===== src/rtl/pair_triple_pattern_gen.sv =====
// pair_triple_pattern_gen
// Stimulus source for the pair/triple detector. It streams (a,b) operand pairs
// over a val/rdy handshake, and each pair carries the detector's expected output.
// The exhaustive and popcount-filtered modes walk a 6-bit index in ascending order.
// Optional feature macro: PAIR_TRIPLE_GEN_LFSR_EN. When it is defined, mode 2'b11
// emits num LFSR patterns. When it is not defined, mode 2'b11 behaves as mode 2'b00.
module pair_triple_pattern_gen #(
    parameter logic [5:0] SEED  = 6'h2D,
    parameter int         CNT_W = 8
) (
    input  logic             clk,
    input  logic             reset,
    input  logic             start,
    input  logic [1:0]       mode,
    input  logic [CNT_W-1:0] num,
    output logic             out_val,
    input  logic             out_rdy,
    output logic [2:0]       out_a,
    output logic [2:0]       out_b,
    output logic             out_exp,
    output logic             busy,
    output logic             done
);

    typedef enum logic [1:0] {
        ST_IDLE = 2'd0,
        ST_SCAN = 2'd1,
        ST_EMIT = 2'd2,
        ST_DONE = 2'd3
    } state_t;

    localparam logic [5:0] IDX_LAST = 6'd63;

    // Popcount of a 3-bit operand. The sum fits in 2 bits because its maximum is 3.
    function automatic logic [1:0] popcnt3(input logic [2:0] v);
        return {1'b0, v[0]} + {1'b0, v[1]} + {1'b0, v[2]};
    endfunction

    // This is the detector's reference result. At least one operand has two or more bits set.
    function automatic logic multi_ones(input logic [2:0] a, input logic [2:0] b);
        return (popcnt3(a) >= 2'd2) || (popcnt3(b) >= 2'd2);
    endfunction

    // Filter used by the scanning modes.
    // Mode 2'b11 falls into the default branch, so it is treated as exhaustive.
    function automatic logic scan_match(input logic [1:0] m, input logic [2:0] a,
                                        input logic [2:0] b);
        logic hit;
        case (m)
            2'b01:   hit = !multi_ones(a, b);
            2'b10:   hit = multi_ones(a, b);
            default: hit = 1'b1;
        endcase
        return hit;
    endfunction

    state_t     state_q, state_d;
    logic [1:0] mode_q, mode_d;
    logic [5:0] idx_q, idx_d;
    logic       out_val_q, out_val_d;
    logic [2:0] out_a_q, out_a_d;
    logic [2:0] out_b_q, out_b_d;
    logic       out_exp_q, out_exp_d;
    logic       busy_q, busy_d;
    logic       done_q, done_d;
    logic       rand_mode_s;

`ifdef PAIR_TRIPLE_GEN_LFSR_EN
    // An all-zero seed would lock the LFSR, so a seed of zero is replaced by 1.
    localparam logic [5:0] SEED_EFF = (SEED == 6'd0) ? 6'h01 : SEED;

    logic [5:0]       lfsr_q, lfsr_d;
    logic [CNT_W-1:0] cnt_q, cnt_d;

    // x^6+x^5+1 Fibonacci LFSR, shifting toward the MSB.
    function automatic logic [5:0] lfsr_step(input logic [5:0] v);
        return {v[4:0], v[5] ^ v[4]};
    endfunction

    // Random mode is active only when the LFSR is built in.
    always_comb begin
        rand_mode_s = (mode_q == 2'b11);
    end
`else
    // Without the LFSR, num and SEED have no effect. Folding them here marks them as intentionally unused.
    logic unused_cfg_s;

    // Random mode does not exist in this build.
    always_comb begin
        rand_mode_s  = 1'b0;
        unused_cfg_s = ^{num, SEED};
    end
`endif

    // Next-state logic and next values for the registered outputs.
    always_comb begin
        state_d   = state_q;
        mode_d    = mode_q;
        idx_d     = idx_q;
        out_a_d   = out_a_q;
        out_b_d   = out_b_q;
        out_exp_d = out_exp_q;
`ifdef PAIR_TRIPLE_GEN_LFSR_EN
        lfsr_d    = lfsr_q;
        cnt_d     = cnt_q;
`endif
        case (state_q)
            ST_IDLE: begin
                if (start) begin
                    mode_d  = mode;
                    idx_d   = 6'd0;
`ifdef PAIR_TRIPLE_GEN_LFSR_EN
                    cnt_d   = num;
`endif
                    state_d = ST_SCAN;
                end else begin
                    state_d = ST_IDLE;
                end
            end
            ST_SCAN: begin
                if (rand_mode_s) begin
`ifdef PAIR_TRIPLE_GEN_LFSR_EN
                    if (cnt_q == '0) begin
                        state_d = ST_DONE;
                    end else begin
                        out_a_d   = lfsr_q[5:3];
                        out_b_d   = lfsr_q[2:0];
                        out_exp_d = multi_ones(lfsr_q[5:3], lfsr_q[2:0]);
                        state_d   = ST_EMIT;
                    end
`else
                    state_d = ST_DONE;
`endif
                end else if (scan_match(mode_q, idx_q[5:3], idx_q[2:0])) begin
                    out_a_d   = idx_q[5:3];
                    out_b_d   = idx_q[2:0];
                    out_exp_d = multi_ones(idx_q[5:3], idx_q[2:0]);
                    state_d   = ST_EMIT;
                end else if (idx_q == IDX_LAST) begin
                    state_d = ST_DONE;
                end else begin
                    idx_d = idx_q + 6'd1;
                end
            end
            ST_EMIT: begin
                // out_val is always high here, so out_rdy alone completes the transfer.
                if (!out_rdy) begin
                    state_d = ST_EMIT;
                end else if (rand_mode_s) begin
`ifdef PAIR_TRIPLE_GEN_LFSR_EN
                    lfsr_d  = lfsr_step(lfsr_q);
                    cnt_d   = cnt_q - CNT_W'(1);
`endif
                    state_d = ST_SCAN;
                end else if (idx_q == IDX_LAST) begin
                    state_d = ST_DONE;
                end else begin
                    idx_d   = idx_q + 6'd1;
                    state_d = ST_SCAN;
                end
            end
            ST_DONE: begin
                state_d = ST_IDLE;
            end
            default: begin
                state_d = ST_IDLE;
            end
        endcase

        out_val_d = (state_d == ST_EMIT);
        busy_d    = (state_d == ST_SCAN) || (state_d == ST_EMIT);
        done_d    = (state_d == ST_DONE);
    end

    // State and output registers. Reset aborts a run immediately.
    always_ff @(posedge clk or posedge reset) begin
        if (reset) begin
            state_q   <= ST_IDLE;
            mode_q    <= 2'b00;
            idx_q     <= 6'd0;
            out_val_q <= 1'b0;
            out_a_q   <= 3'd0;
            out_b_q   <= 3'd0;
            out_exp_q <= 1'b0;
            busy_q    <= 1'b0;
            done_q    <= 1'b0;
        end else begin
            state_q   <= state_d;
            mode_q    <= mode_d;
            idx_q     <= idx_d;
            out_val_q <= out_val_d;
            out_a_q   <= out_a_d;
            out_b_q   <= out_b_d;
            out_exp_q <= out_exp_d;
            busy_q    <= busy_d;
            done_q    <= done_d;
        end
    end

`ifdef PAIR_TRIPLE_GEN_LFSR_EN
    // The LFSR state persists across runs. Only reset reloads the seed.
    always_ff @(posedge clk or posedge reset) begin
        if (reset) begin
            lfsr_q <= SEED_EFF;
            cnt_q  <= '0;
        end else begin
            lfsr_q <= lfsr_d;
            cnt_q  <= cnt_d;
        end
    end
`endif

    assign out_val = out_val_q;
    assign out_a   = out_a_q;
    assign out_b   = out_b_q;
    assign out_exp = out_exp_q;
    assign busy    = busy_q;
    assign done    = done_q;

endmodule


===== config.mk =====
export PLATFORM = sky130hd
export DESIGN_NAME = pair_triple_pattern_gen
export DESIGN_NICKNAME = d
export VERILOG_FILES = /design/src/rtl/pair_triple_pattern_gen.sv
export SDC_FILE = /design/constraint.sdc
export NUM_CORES = 1
export LEC_CHECK = 0
export CAP_MARGIN = 30
export CELL_PAD_IN_SITES_DETAIL_PLACEMENT = 0
export CELL_PAD_IN_SITES_GLOBAL_PLACEMENT = 1
export CORE_UTILIZATION = 41
export DETAILED_ROUTE_END_ITERATION = 7
export HOLD_SLACK_MARGIN = 0.02
export PLACE_DENSITY_LB_ADDON = 0.1
export REMOVE_ABC_BUFFERS = 1
export SLEW_MARGIN = 15
export SYNTH_ARGS = -nofsm -noshare
export SYNTH_HDL_FRONTEND = slang
export SYNTH_SLANG_ARGS = --single-unit

===== constraint.sdc =====
create_clock -name clk -period 7.1 [get_ports clk]
set_clock_uncertainty 0.2 [all_clocks]
set_input_delay 1.775 -clock clk [delete_from_list [all_inputs] [get_ports clk]]
set_output_delay 1.775 -clock clk [all_outputs]
set_load 0.01 [all_outputs]

======== Yosys cells after proc, flatten, opt, wreduce, memory -nomap -nowiden ========
Cells that the tools add are included.
word-level totals
  bits of input ports ..................... 14
  word-level logic and storage cells ...... 49
  output and inout bits ................... 10
  register bits after elaboration ......... 20
operators by class
  magnitude comparators ................... 2
  reduce and logical (&&, ||, !) cells .... 8
  multiplexer cells ....................... 13
  add/sub/neg operators ................... 5
  equality and inequality tests ........... 12
operators with widths
  kind                                                       number
  2-to-1 mux 6 bit                                           4
  case mux 6 bit (3 select lines)                            1
  == test 2 bit (second input constant)                      5
  2-to-1 mux 2 bit                                           4
  case mux 2 bit (4 select lines)                            1
  adder 6 x 1 -> 6 bit (second input constant)               1
  == test 2 x 1 -> 1 bit (second input constant)             3
  == test 6 bit (second input constant)                      1
  != test 2 bit (second input constant)                      3
  adder 1 x 1 -> 2 bit                                       2
  adder 2 x 1 -> 2 bit                                       2
  greater-or-equal comparator 2 bit (second input constant)  2
  AND reduction 2 bit                                        2
  AND reduction 4 bit                                        1
  nonzero test 3 bit                                         1
  logical NOT 2 bit                                          1
  logical OR 1 bit                                           2
  2-to-1 mux 1 bit                                           2
  case mux 1 bit (2 select lines)                            1
  logical NOT 1 bit                                          1

======== Depth between registers and ports, before layout ========
Gate-level depths: netlist of run 1.
  depth in word-level cells ............... 11
  mapped depth ............................ 11
  depth with buffers taken out ............ 9

======== Worst setup path after synthesis of run 1 ========
OpenSTA, ideal clock, no wires.
  path kind ............................... in2reg
  start ................................... in start
  end ..................................... reg idx_q[4]
  path buffers ............................ 0
  slack ................................... 4.015 ns
  arrival ................................. 2.782 ns
  library setup time ...................... 0.104 ns
  cell stages on the path ................. 5
  required time ........................... 6.796 ns
  cell sequence ........................... inv_1 > a21o_1 > a221o_1 > or2_4 > o311ai_1
between the ends
  cells in the longest elaborated chain, start to end .. 2
RTL lines
  what                                  line  source
  start: declaration                    13    input logic start,
  != test 2 bit (no source line)        --
  AND reduction 4 bit (no source line)  --
  end signal: assignment                190   idx_q <= idx_d;
  end: declaration                      59    logic [5:0] idx_q, idx_d;
No other way between the ends.
A chain may end at the register's enable or synchronous reset.

======== Worst setup path in the final report of run 1 ========
  start ................................... in start
  end ..................................... reg idx_q[3]
The elaborated chain is that of the path after synthesis.

==> flow_summary.json, run 1 <==
{
  "max-cap-violations": 0,
  "placedCellCount": 142,
  "clkLatencyLatePin_ns": 0.29,
  "final_antenna_net_count": 0,
  "post-cts-setup-buffers": 0,
  "grt_use_total_pct": 16.1,
  "gp_congestion": 0.780,
  "fmax_mhz": 288,
  "leakage_nw": 0.630,
  "nets": 143,
  "dpl.hpwl_mm": 1.46,
  "finalSetupTns_ns": 0,
  "cp_top_family": "compound AO/OA/AOI/OAI gates",
  "syn_area_per_cell_um2": 11.1,
  "die_h_um": 54.1,
  "start_util_pct": 44.2,
  "wirelength_mm": 2.02,
  "place_ws_ns": 3.33,
  "cp.depth": 6,
  "fin_ws_ns": 3.63,
  "min_delay_path_depth": 1,
  "cts_tree": "yes",
  "status": "completed",
  "max_stage_delay_ns": 0.53,
  "cts_buffers": 3,
  "r2r_cells": 8,
  "synth.distinct_cells": 29,
  "ys_warn_count": 0,
  "arrival_ns": 3.47,
  "cts.sinks": 20,
  "drt_drc_violations_left": 0,
  "required_ns": 7.10,
  "io_pins": 24,
  "vias": 783,
  "ctsHoldBuffers": 0,
  "critPathCaptureType": "flip-flop",
  "worstSetupPathType": "in2reg",
  "power.density_nw_per_um2": 372,
  "rsz0062_at_grt": "false",
  "io_buffers": 15,
  "routedWlPerCell_um": 13.9,
  "vias_per_cell": 5.40,
  "cts_root_buffer": "clkbuf_4",
  "overflow": 0,
  "hold_path_startpoint": "out_a[1]$_DFFE_PP0P_",
  "grt_max_degree": 21,
  "dr.pass1.iters": 4,
  "drt_iter0_drc": 6,
  "hold_ws_ns": 0.314,
  "tightest_slew_ns": 0.776,
  "dieArea_um2": 2930,
  "area_delta_synth_final_pct": 17.1,
  "yosysSeqAreaShare_pct": 44.9,
  "hold_viol": 0,
  "coreArea_um2": 2520,
  "slew_violations": 0,
  "synth_cells": 100,
  "cts_resized": 0,
  "min-delay-path-class": "reg2reg",
  "ys_ff_latch": 20,
  "first_global_vias": 706,
  "relSlewSlack_pct": 48.2,
  "crit_buf_inv": 2,
  "max-vdd-ir-drop_mv": 0.256,
  "drive_above_1_share_pct": 12.2,
  "stdcell_count": 145,
  "path_cells": "clkdlybuf4s50_1 -> inv_1 -> a21o_1 -> a221o_1 -> or2_4 -> o311ai_1",
  "syn_area_um2": 1110,
  "worstSetupStartpointType": "primary input",
  "startpoint": "start",
  "setup_violations": 0,
  "fillers": 243,
  "antenna_found_initial": 0,
  "max-clock-path-buffers": 2,
  "postPlaceCellArea_um2": 1280,
  "worst-path-max-fanout": 7,
  "period_share_pct": 48.8,
  "htreeDepth": 1,
  "r2r_start": "idx_q[2]$_DFFE_PP0P_",
  "crit_slowest_cell": "clkdlybuf4s50_1",
  "path_clk_slew_ns": 0.11,
  "n_antenna_cell": 0,
  "final_area_um2": 1310,
  "grt_pass1_wl_mm": 3.24,
  "die-width_um": 54.1,
  "period_needed_ns": 3.47,
  "std_cell_rows": 18
}
==> cell type report <==
class	instances	area (µm²)	share of cell area [%]
clock buffer	3	22.5	1.73
multi-input combinational	69	564	43.2
sequential	20	500	38.4
tap	30	37.5	2.88
inverter	8	30.0	2.30
timing repair buffer	15	150	11.5
==> cells by family (layout without fill, tap and decap cells) <==
| kind of cell | count (synthesis) | in the layout | synth area share, % |
|---|---|---|---|
| mux | 9 | 9 | 8.98 |
| flops | 20 | 20 | 44.9 |
| simple gates | 22 | 22 | 10.3 |
| fa+ha+maj | 12 | 12 | 13.5 |
| compound gates | 26 | 26 | 17.8 |
| buf+inv | 11 | 26 | 4.49 |
==> layout by cell type (no fill, tap or decap), types with 3 or more instances in the layout <==
cell type / Yosys / final
mux2_2: 8 / 8
ha_1: 12 / 12
nor2_1: 4 / 4
o21ai_0: 7 / 7
nand2b_1: 4 / 4
clkbuf_4: 0 / 3
clkdlybuf4s50_1: 0 / 15
nand3_1: 5 / 5
a21oi_1: 4 / 4
dfrtp_1: 20 / 20
inv_1: 8 / 8
nand2_1: 5 / 5
==> per-stage QoR <==
stage,utilization [%],total power [mW]
3_3_place_gp,50.8,0.430
5_1_grt,51.7,0.528
2_1_floorplan,-,0.355
3_5_place_dp,50.8,0.437
6_report,51.7,0.486
4_1_cts,51.7,0.492
==> where the power goes <==
part	total (mW)	switching (mW)	leakage, nW	internal (mW)
Combinational	0.263	0.141	0.350	0.121
Sequential	0.170	0.0236	0.266	0.146
Clock	0.0530	0.0332	0.0138	0.0197
==> path summary, 6_finish.rpt <==
| kind | slack [ns] | to |
|---|---|---|
| worst min-delay path | 0.31 | out_a[1]$_DFFE_PP0P_ |
| worst max register to register | 4.19 | busy$_DFF_PP0_ |
| min in group asynchronous | 1.71 | busy$_DFF_PP0_ |
| max in group asynchronous | 4.51 | idx_q[0]$_DFFE_PP0P_ |
| worst min register to register | 0.31 | out_a[1]$_DFFE_PP0P_ |
| worst max-delay path | 3.63 | idx_q[3]$_DFFE_PP0P_ |
==> flip-flops by register name, summed over array words and instances (netlist names) <==
| signal | count |
|---|---|
| out_exp | 1 |
| idx_q | 6 |
| out_val | 1 |
| out_a | 3 |
| done | 1 |
| busy | 1 |
| out_b | 3 |
| mode_q | 2 |
| state_q | 2 |
==> cell usage after synthesis <==
master	count	area, µm²
o21ai_0	7	35.0
a211oi_1	2	15.0
o21a_1	1	7.51
a21boi_4	1	18.8
a21o_1	1	7.51
nor2_1	4	15.0
nand3_1	5	25.0
o311a_1	1	10.0
clkbuf_1	1	3.75
o41ai_2	1	16.3
ha_1	12	150
dfrtp_1	20	500
or2_4	1	8.76
nand2b_1	4	25.0
a21oi_1	4	20.0
o21bai_1	1	7.51
nand3b_1	1	7.51
a221o_1	2	20.0
o311ai_1	2	17.5
nor2b_1	1	6.26
o31ai_1	2	15.0
buf_6	1	11.3
nor4b_1	1	8.76
inv_1	8	30.0
buf_2	1	5.00
a221oi_1	1	8.76
mux2i_1	1	10.0
nand2_1	5	18.8
mux2_2	8	90.1
==> layer usage <==
metal	global-route usage [%]	vias up	routed length (µm)
met5	0	-	0
met1	19.4	379	949
met4	7.69	0	20
met3	3.39	2	55
li1	-	390	-
met2	26.8	12	992
Power figures use the tool's default switching activity.
==> run 2: changes to the inputs <==
CORE_UTILIZATION = 38   (was 41)
clock period = 3.39 ns   (was 7.1 ns; I/O delays follow)
==> flow_summary.json, run 2 (synthesis gave the netlist of run 1 again) <==
{
  "path_clk_slew_ns": 0.11,
  "cts_tree": "yes",
  "dieArea_um2": 3150,
  "path_cells": "ha_1 -> a211oi_1 -> a21boi_4 -> o311a_1 -> a21oi_1 -> a21oi_1 -> ha_1 -> inv_1",
  "stdcell_count": 147,
  "grt_max_degree": 21,
  "status": "completed",
  "cts_buffers": 3,
  "area_delta_synth_final_pct": 17.8,
  "post-cts-setup-buffers": 0,
  "dr.pass1.iters": 4,
  "r2r_end": "busy$_DFF_PP0_",
  "n_antenna_cell": 0,
  "place_ws_ns": 0.532,
  "max-vdd-ir-drop_mv": 0.432,
  "hold_ws_ns": 0.314,
  "coreArea_um2": 2760,
  "fmax_mhz": 367,
  "final_antenna_net_count": 0,
  "first_global_vias": 695,
  "start_util_pct": 40.4,
  "finalPower_mw": 1.02,
  "htreeDepth": 1,
  "final_area_um2": 1310,
  "switching_share_pct": 40.4,
  "seqPwrFrac_pct": 34.6,
  "std_cell_rows": 19,
  "die-width_um": 56.2,
  "post-route-util_pct": 47.6,
  "max-clock-path-buffers": 2,
  "crit_buf_inv": 1,
  "hold_viol": 0,
  "overflow": 0,
  "largest_reg_flops": 6,
  "wirelength_mm": 2.03,
  "cp_top_family": "compound AO/OA/AOI/OAI gates",
  "antenna_found_initial": 0,
  "max-cap-violations": 0,
  "postPlaceCellArea_um2": 1290,
  "arrival_ns": 2.76,
  "period_needed_ns": 2.73,
  "io_pins": 24,
  "min-delay-path-class": "reg2reg",
  "r2r_slack_ns": 0.66,
  "leakage_nw": 0.635,
  "cts_resized": 0,
  "power_frac_comb_pct": 54.8,
  "worstSetupPathType": "reg2reg",
  "required_ns": 3.43,
  "routedWlPerCell_um": 13.8,
  "mostFrequentLayoutCells": "dfrtp_1 (20), clkdlybuf4s50_1 (15), ha_1 (12), mux2_2 (8), inv_1 (8)",
  "gp_congestion": 0.778,
  "pwr-share-clk_pct": 10.6,
  "max_stage_delay_ns": 0.47,
  "drt_iter0_drc": 13,
  "drt_drc_violations_left": 0,
  "hold_path_startpoint": "out_b[1]$_DFFE_PP0P_",
  "whs_endpoint": "out_b[1]$_DFFE_PP0P_",
  "min_delay_path_depth": 1,
  "setup_violations": 0,
  "die_h_um": 56.2,
  "vias": 787,
  "worstSetupStartpointType": "flip-flop",
  "relSlewSlack_pct": 48.5,
  "period_share_pct": 80.4,
  "grt_use_total_pct": 14.3,
  "io_buffers": 15,
  "finalSetupTns_ns": 0,
  "nets": 144,
  "critPathCaptureType": "flip-flop",
  "p_sw_mw": 0.414,
  "largest-register": "idx_q",
  "layout_commonest_cell": "dfrtp_1",
  "ctsHoldBuffers": 0,
  "placedCellCount": 144,
  "r2r_start": "idx_q[2]$_DFFE_PP0P_",
  "slew_violations": 0,
  "startpoint": "idx_q[2]$_DFFE_PP0P_",
  "p_int_mw": 0.610,
  "cts_root_buffer": "clkbuf_4",
  "dpl.hpwl_mm": 1.49,
  "worst-path-max-fanout": 10,
  "fin_ws_ns": 0.663,
  "rsz0062_at_grt": "false",
  "grt_pass1_wl_mm": 3.40,
  "power.density_nw_per_um2": 779,
  "r2r_cells": 8,
  "drive_above_1_share_pct": 12.9,
  "clkLatencyLatePin_ns": 0.29,
  "vias_per_cell": 5.35,
  "tightest_slew_ns": 0.771,
  "crit_slowest_cell": "dfrtp_1",
  "cts.sinks": 20
}
run 2: cell count changes in the layout (fill, tap and decap cells not counted):
cell and delta:
buf_4 +1
run 2: layer usage:
| layer | vias up | share of wire [%] | GRT usage [%] |
|---|---|---|---|
| met5 | - | 0 | 0 |
| met4 | 0 | 0.84 | 7.32 |
| met3 | 2 | 2.4 | 2.09 |
| met2 | 11 | 48 | 21.1 |
| met1 | 380 | 49 | 20.4 |
| li1 | 394 | - | - |
run 2: layout make-up:
cell class | instances | area, µm²
fill | 259 | 1440
timing repair buffer | 16 | 158
multi-input combinational | 69 | 564
inverter | 8 | 30.0
sequential | 20 | 500
clock buffer | 3 | 22.5
tap | 31 | 38.8
run 2: worst max-delay path by stage:
stage / endpoint / cells past startpoint / slack, ns
CTS: busy$_DFF_PP0_ / 8 / 0.65
global route: busy$_DFF_PP0_ / 8 / 0.43
global placement: idx_q[4]$_DFFE_PP0P_ / 6 / 0.51
finish: busy$_DFF_PP0_ / 8 / 0.66
floorplan: busy$_DFF_PP0_ / 8 / 0.93
detailed placement: idx_q[4]$_DFFE_PP0P_ / 6 / 0.53
run 2: worst reg2reg max path: stages, from the launching register on:
cell and delay (ns):
dfrtp_1 0.47, ha_1 0.30, a211oi_1 0.33, a21boi_4 0.27
o311a_1 0.42, a21oi_1 0.08, a21oi_1 0.28, ha_1 0.29
inv_1 0.05
run 2: power groups by stage:
stage               Sequential (mW)  Clock (mW)  Combinational (mW)
floorplan                     0.367           0               0.375
global placement              0.360           0               0.550
detailed placement            0.361           0               0.559
CTS                           0.356       0.119               0.564
global route                  0.369       0.126               0.625
finish                        0.354       0.108               0.561
